### src/rtl/thermostat_display_scheduler.sv
// thermostat_display_scheduler
//
// Sits between the thermostat packet deserializer and the shared
// binary-to-BCD converter that feeds the seven-segment display.
//   * Validates each completed packet (preamble + constant field) and loads
//     accepted room/set/state values into a shadow buffer.
//   * Rotates room -> set -> state through the converter with a start/done
//     handshake, holding each field on the display for a dwell period.
//   * Blanks the display once packets stop arriving and counts rejects.
//
// Ports:
//   clk, rst_n        clock (rising edge) and asynchronous active-low reset
//   frame_full        one-cycle pulse, packet fields below are complete
//   preamble/constant packet check fields (32 bit each)
//   room_temp/set_temp/state  packet payload (16/16/8 bit)
//   bcd_binary        value presented to the converter (held while busy)
//   bcd_start         one-cycle conversion request
//   bcd_done          one-cycle conversion completion from the converter
//   field_sel         field being shown: 0 room, 1 set, 2 state
//   display_blank     display should be blank
//   frame_valid       shadow buffer holds a non-stale accepted packet
//   error_count       rejected packets, saturating at 255
module thermostat_display_scheduler #(
  parameter logic [31:0] PREAMBLE_VALUE = 32'h0000_0000,
  parameter logic [31:0] CONSTANT_VALUE = 32'h0000_0000,
  parameter int unsigned DWELL_CYCLES   = 32'd1_000_000,
  parameter int unsigned STALE_CYCLES   = 32'd50_000_000
) (
  input  logic        clk,
  input  logic        rst_n,
  input  logic        frame_full,
  input  logic [31:0] preamble,
  input  logic [31:0] constant,
  input  logic [15:0] room_temp,
  input  logic [15:0] set_temp,
  input  logic [7:0]  state,
  output logic [15:0] bcd_binary,
  output logic        bcd_start,
  input  logic        bcd_done,
  output logic [1:0]  field_sel,
  output logic        display_blank,
  output logic        frame_valid,
  output logic [7:0]  error_count
);

  // Dwell counter must be able to hold DWELL_CYCLES itself; the stale
  // counter never exceeds STALE_CYCLES-1.
  localparam int unsigned DW = $clog2(DWELL_CYCLES + 32'd1);
  localparam int unsigned SW = $clog2(STALE_CYCLES);
  localparam logic [DW-1:0] DWELL_LAST = DW'(DWELL_CYCLES);
  localparam logic [DW-1:0] DWELL_ONE  = DW'(1'b1);
  localparam logic [SW-1:0] STALE_LAST = SW'(STALE_CYCLES - 32'd1);
  localparam logic [SW-1:0] STALE_ONE  = SW'(1'b1);

  typedef enum logic [1:0] {
    ST_IDLE  = 2'd0,
    ST_START = 2'd1,
    ST_BUSY  = 2'd2,
    ST_DWELL = 2'd3
  } fsm_state_t;

  // Shadow field selected for conversion; the state byte is zero-extended.
  function automatic logic [15:0] field_value(
    input logic [1:0]  sel,
    input logic [15:0] room,
    input logic [15:0] setp,
    input logic [7:0]  st
  );
    logic [15:0] v;
    case (sel)
      2'd0:    v = room;
      2'd1:    v = setp;
      2'd2:    v = {8'h00, st};
      default: v = 16'h0000;
    endcase
    return v;
  endfunction

  fsm_state_t  fsm_r, fsm_nxt_s;
  logic [15:0] room_r, set_r;
  logic [7:0]  state_r;
  logic [SW-1:0] stale_cnt_r, stale_cnt_nxt_s;
  logic [DW-1:0] dwell_cnt_r, dwell_cnt_nxt_s;
  logic        restart_r, restart_nxt_s, restart_clr_s;
  logic        accept_s, reject_s, stale_hit_s, frame_valid_nxt_s;
  logic [7:0]  error_count_nxt_s;
  logic [1:0]  field_sel_nxt_s;
  logic [15:0] bcd_binary_nxt_s;
  logic        bcd_start_nxt_s, blank_fsm_s, display_blank_nxt_s;

  assign accept_s    = frame_full & (preamble == PREAMBLE_VALUE) & (constant == CONSTANT_VALUE);
  assign reject_s    = frame_full & ~accept_s;
  assign stale_hit_s = frame_valid & (stale_cnt_r == STALE_LAST);

  // Packet acceptance, staleness and restart bookkeeping. An accept on the
  // expiry cycle takes priority so the buffer never goes stale under it.
  always_comb begin
    frame_valid_nxt_s = frame_valid;
    stale_cnt_nxt_s   = stale_cnt_r;
    restart_nxt_s     = restart_r;
    error_count_nxt_s = error_count;
    if (accept_s) begin
      frame_valid_nxt_s = 1'b1;
      stale_cnt_nxt_s   = {SW{1'b0}};
      restart_nxt_s     = 1'b1;
    end else if (stale_hit_s) begin
      frame_valid_nxt_s = 1'b0;
      stale_cnt_nxt_s   = {SW{1'b0}};
      restart_nxt_s     = 1'b0;
    end else begin
      if (frame_valid) begin
        stale_cnt_nxt_s = stale_cnt_r + STALE_ONE;
      end else begin
        stale_cnt_nxt_s = stale_cnt_r;
      end
      if (restart_clr_s) begin
        restart_nxt_s = 1'b0;
      end else begin
        restart_nxt_s = restart_r;
      end
    end
    if (reject_s && (error_count != 8'hFF)) begin
      error_count_nxt_s = error_count + 8'd1;
    end else begin
      error_count_nxt_s = error_count;
    end
  end

  // Display rotation FSM: next state and next values of all registered outputs.
  always_comb begin
    fsm_nxt_s        = fsm_r;
    field_sel_nxt_s  = field_sel;
    bcd_binary_nxt_s = bcd_binary;
    bcd_start_nxt_s  = 1'b0;
    blank_fsm_s      = display_blank;
    dwell_cnt_nxt_s  = dwell_cnt_r;
    restart_clr_s    = 1'b0;
    case (fsm_r)
      ST_IDLE: begin
        blank_fsm_s = 1'b1;
        if (frame_valid) begin
          fsm_nxt_s        = ST_START;
          field_sel_nxt_s  = 2'd0;
          restart_clr_s    = 1'b1;
          bcd_start_nxt_s  = 1'b1;
          bcd_binary_nxt_s = field_value(2'd0, room_r, set_r, state_r);
        end else begin
          fsm_nxt_s = ST_IDLE;
        end
      end
      ST_START: begin
        fsm_nxt_s = ST_BUSY;
      end
      ST_BUSY: begin
        // The handshake always completes; a stale buffer only changes
        // where we go once the converter answers.
        if (bcd_done) begin
          if (frame_valid_nxt_s) begin
            fsm_nxt_s       = ST_DWELL;
            dwell_cnt_nxt_s = {DW{1'b0}};
            blank_fsm_s     = 1'b0;
          end else begin
            fsm_nxt_s = ST_IDLE;
          end
        end else begin
          fsm_nxt_s = ST_BUSY;
        end
      end
      ST_DWELL: begin
        if (dwell_cnt_r == DWELL_LAST) begin
          if (!frame_valid_nxt_s) begin
            fsm_nxt_s = ST_IDLE;
          end else begin
            if (restart_r) begin
              field_sel_nxt_s = 2'd0;
              restart_clr_s   = 1'b1;
            end else begin
              case (field_sel)
                2'd0:    field_sel_nxt_s = 2'd1;
                2'd1:    field_sel_nxt_s = 2'd2;
                default: field_sel_nxt_s = 2'd0;
              endcase
            end
            fsm_nxt_s        = ST_START;
            bcd_start_nxt_s  = 1'b1;
            bcd_binary_nxt_s = field_value(field_sel_nxt_s, room_r, set_r, state_r);
          end
        end else begin
          dwell_cnt_nxt_s = dwell_cnt_r + DWELL_ONE;
        end
      end
      default: begin
        fsm_nxt_s = ST_IDLE;
      end
    endcase
  end

  // Losing the buffer blanks the display immediately, whatever the FSM does.
  assign display_blank_nxt_s = blank_fsm_s | ~frame_valid_nxt_s;

  // Packet-side registers: shadow buffer, validity, stale timer, error count.
  always_ff @(posedge clk or negedge rst_n) begin
    if (!rst_n) begin
      room_r      <= 16'h0000;
      set_r       <= 16'h0000;
      state_r     <= 8'h00;
      frame_valid <= 1'b0;
      stale_cnt_r <= {SW{1'b0}};
      restart_r   <= 1'b0;
      error_count <= 8'h00;
    end else begin
      if (accept_s) begin
        room_r  <= room_temp;
        set_r   <= set_temp;
        state_r <= state;
      end
      frame_valid <= frame_valid_nxt_s;
      stale_cnt_r <= stale_cnt_nxt_s;
      restart_r   <= restart_nxt_s;
      error_count <= error_count_nxt_s;
    end
  end

  // FSM state and registered converter/display outputs.
  always_ff @(posedge clk or negedge rst_n) begin
    if (!rst_n) begin
      fsm_r         <= ST_IDLE;
      dwell_cnt_r   <= {DW{1'b0}};
      field_sel     <= 2'd0;
      bcd_binary    <= 16'h0000;
      bcd_start     <= 1'b0;
      display_blank <= 1'b1;
    end else begin
      fsm_r         <= fsm_nxt_s;
      dwell_cnt_r   <= dwell_cnt_nxt_s;
      field_sel     <= field_sel_nxt_s;
      bcd_binary    <= bcd_binary_nxt_s;
      bcd_start     <= bcd_start_nxt_s;
      display_blank <= display_blank_nxt_s;
    end
  end

endmodule
### config.mk
export PLATFORM = sky130hd
export DESIGN_NAME = thermostat_display_scheduler
export DESIGN_NICKNAME = d
export VERILOG_FILES = /design/src/rtl/thermostat_display_scheduler.sv
export SDC_FILE = /design/constraint.sdc
export NUM_CORES = 1
export LEC_CHECK = 0
export CAP_MARGIN = 5
export CELL_PAD_IN_SITES_DETAIL_PLACEMENT = 1
export CELL_PAD_IN_SITES_GLOBAL_PLACEMENT = 2
export CORE_ASPECT_RATIO = 0.9
export CORE_MARGIN = 2
export CORE_UTILIZATION = 33
export DETAILED_ROUTE_END_ITERATION = 6
export PLACE_DENSITY_LB_ADDON = 0.1
export RECOVER_POWER = 25
export SYNTH_ARGS = -nofsm -noshare
export SYNTH_HDL_FRONTEND = slang
export SYNTH_SLANG_ARGS = --single-unit
### constraint.sdc
create_clock -name clk -period 4.3 [get_ports clk]
set_clock_uncertainty 0.2 [all_clocks]
set_input_delay 0.86 -clock clk [delete_from_list [all_inputs] [get_ports clk]]
set_output_delay 0.86 -clock clk [all_outputs]
set_load 0.05 [all_outputs]
==> results.toml <==
[floorplan]
row_count = 46
initial_core_util_pct = 34.0
core_area_mm2 = 0.0178
ios = 137
die_area_mm2 = 0.0194
die_height_um = 132
die_x_um = 147

[sta]
worstMarginPinSlew_ps = 1020
final_hold_viol_count = 0
finalSetupViolCount = 0
relSlewSlack_pct = 31.2
max_freq_mhz = 296
finalCritPeriodShare_pct = 78.6
setup_tns_ps = 0
finalMaxSlewViolations = 0
worst_slack_ps = 918
min_period_ps = 3380
rsz0062_at_grt = "no"

[run_status]
status = "complete, no violations"

[yosys]
synth-edff-count = 0
synthesis.area_mm2 = 0.00604
syn_area_per_cell_um2 = 9.07
synth_top_family_by_area = "simple AND/OR/NAND/NOR gates"
muxShareOfSynthArea_pct = 4.66
netlist_top_cells_count = "nand2_1 (161), dfrtp_1 (117), nor2_1 (50)"
async_flop_share_pct = 100
synth.area.top_cells = "dfrtp_1 (48%), nand2_1 (10%), xnor2_1 (3.6%)"
syn_nets = 781
ys.flop_type = "dfrtp_1"
yosysTopAreaCell = "dfrtp_1"
synth_top_area_share_pct = 48.5
synth_simple_gate_area_share_pct = 29.3
synth_seq_cells = 118
synthCells = 666
synth-xor-area-share_pct = 5.22
synth-seq-area-share_pct = 48.9
yosys_warnings = 0
synth_most_common_cell = "nand2_1"
synth-compound-area-share_pct = 7.43
synth.distinct_cells = 50
synth-adder-area-share_pct = 1.45

[route]
vias = 5431
via_per_inst = 5.14
wl_per_cell_um = 17.6
first_pass_iters = 6
drc_errors = 0
drt_iter0_drc = 195
drtAntennaViolNets = 0
drt-total-wl_um = 18600

[worst_setup_path]
startpoint_type = "primary input"
crit_path_max_fanout = 51
endpoint_kind = "flip-flop"
path_class = "primary input to flip-flop"
reg2reg_depth = 8
arrival_ps = 3470
crit_required_ps = 4390

[hold_path]
hold_path_class = "primary input to async pin"

[power]
vdd_ir_drop_max_mv = 0.236
power_density_mw_per_mm2 = 370
power.leakage_nw = 3.64

[run]
cap_violations = 0

[place]
io_buffers = 136
place.gp.congestion = 0.815
post-place-ws_ps = 477
hpwlAfterDp_um = 13500

[clock_network]
cts_hold_buf = 0
cts_sinks = 118
cts_tree = "yes"
cts_root_buf = "clkbuf_16"
h-tree-depth = 4
clk_path_buf_depth = 2
post_cts_resized = 0
clock_latency_ps = 420
post_cts_buffers = 0
clk_transition_reported_paths_ps = 60
cts_inserted_buffers = 17

[global_routing]
grt_pass1_wl_um = 31000
overflow = 0
grt_use_total_pct = 20.0
grt_pass1_vias = 5886
antenna_found_initial = 0
grt_max_degree = 111

[cells_and_area]
fin_nets = 918
drive_above_1_share_pct = 7.97
syn_to_final_growth_pct = 37.3
antennaDiodeCount = 0
## critical path: stages
cell	delay (ps)
clkdlybuf4s50_1	470
nor4_1	500
nand4_1	200
nor2_1	210
and3_2	220
buf_4	470
nor2_1	250
a21oi_1	190
o21ai_0	90
## placed cells by master (no fill, tap or decap), types with 4 or more instances in the layout
cell type        netlist  final
nand2_1              161    161
clkdlybuf4s50_1        0    135
dfrtp_1              117    117
nor2_1                50     50
nor4_1                31     31
o21ai_0               28     28
and3_1                28     27
xnor2_1               25     25
nand4_1               21     21
a21oi_1               21     21
inv_1                 18     18
mux2i_1               18     18
nand3_1               18     17
clkbuf_16              0     17
nor3_1                13     13
xor2_1                11     11
mux2_2                 8      8
buf_4                  0      8
ha_1                   7      7
nor4b_1                6      6
or3_1                  6      6
inv_6                  0      6
nor3b_1                5      5
or4_1                  4      4
nor4_2                 4      4
## metrics by stage
stage | hold WS, ps | utilization [%] | std cells | total power, mW | area, um^2
3_5_place_dp | 251 | 43.1 | 1024 | 1.59 | 7670
2_1_floorplan | 231 | - | 666 | 1.36 | 6040
5_1_grt | 207 | 46.6 | 1056 | 3.19 | 8290
3_3_place_gp | 243 | 43.1 | 1024 | 1.58 | 7670
6_report | 189 | 46.6 | 1056 | 3.07 | 8290
4_1_cts | 43.7 | 46.7 | 1056 | 3.11 | 8300
## report_power, final
group	switching, mW	total (mW)	internal [mW]
Sequential	0.0428	1.19	1.14
Combinational	0.204	0.379	0.176
Clock	0.561	1.50	0.943
## layer usage
metal  share of wire, %  routed length [um]  up-vias  global-route usage (%)
li1                   -                   -     2597                       -
met1                 46                8610     2751                    26.2
met2                 50                9340       68                    33.9
met3                2.5                 457       15                    4.36
met4                1.1                 201        0                    4.80
met5                  0                   0        -                       0
## kinds of logic after synthesis
| family | Yosys count |
|---|---|
| xor gates and xnor gates | 36 |
| AOI/OAI and AO/OA | 71 |
| and+or+nand+nor | 362 |
| DFF | 118 |
| adders and majority gates | 7 |
| buffers and inverters | 45 |
| muxes | 27 |
## layout make-up
class,instances,area [um^2]
Clock inverter,14,186
Timing Repair Buffer,145,1440
Inverter,18,67.6
Sequential cell,118,2950
Fill cell,2031,9490
Multi-Input combinational cell,503,2910
Tap cell,240,300
Clock buffer,18,439
## state kept, by name, indices dropped and copies added, names as in the netlist
register / count
stale_cnt_r: 26
dwell_cnt_r: 20
bcd_binary: 16
room_r: 16
set_r: 16
error_count: 8
state_r: 8
field_sel: 2
fsm_r: 2
bcd_start: 1
display_blank: 1
frame_valid: 1
restart_r: 1
## final timing paths
check | start | to | slack [ps]
worst max-delay path | constant[18] | stale_cnt_r[22] | 920
worst min-delay path | rst_n | error_count[6] | 190
worst max register to register | dwell_cnt_r[12] | bcd_binary[12] | 1200
worst min register to register | set_r[10] | set_r[10] | 260
max in group asynchronous | rst_n | dwell_cnt_r[17] | 2700
min in group clk | set_r[10] | set_r[10] | 260
Note: power is estimated with default switching activity, not from simulation.
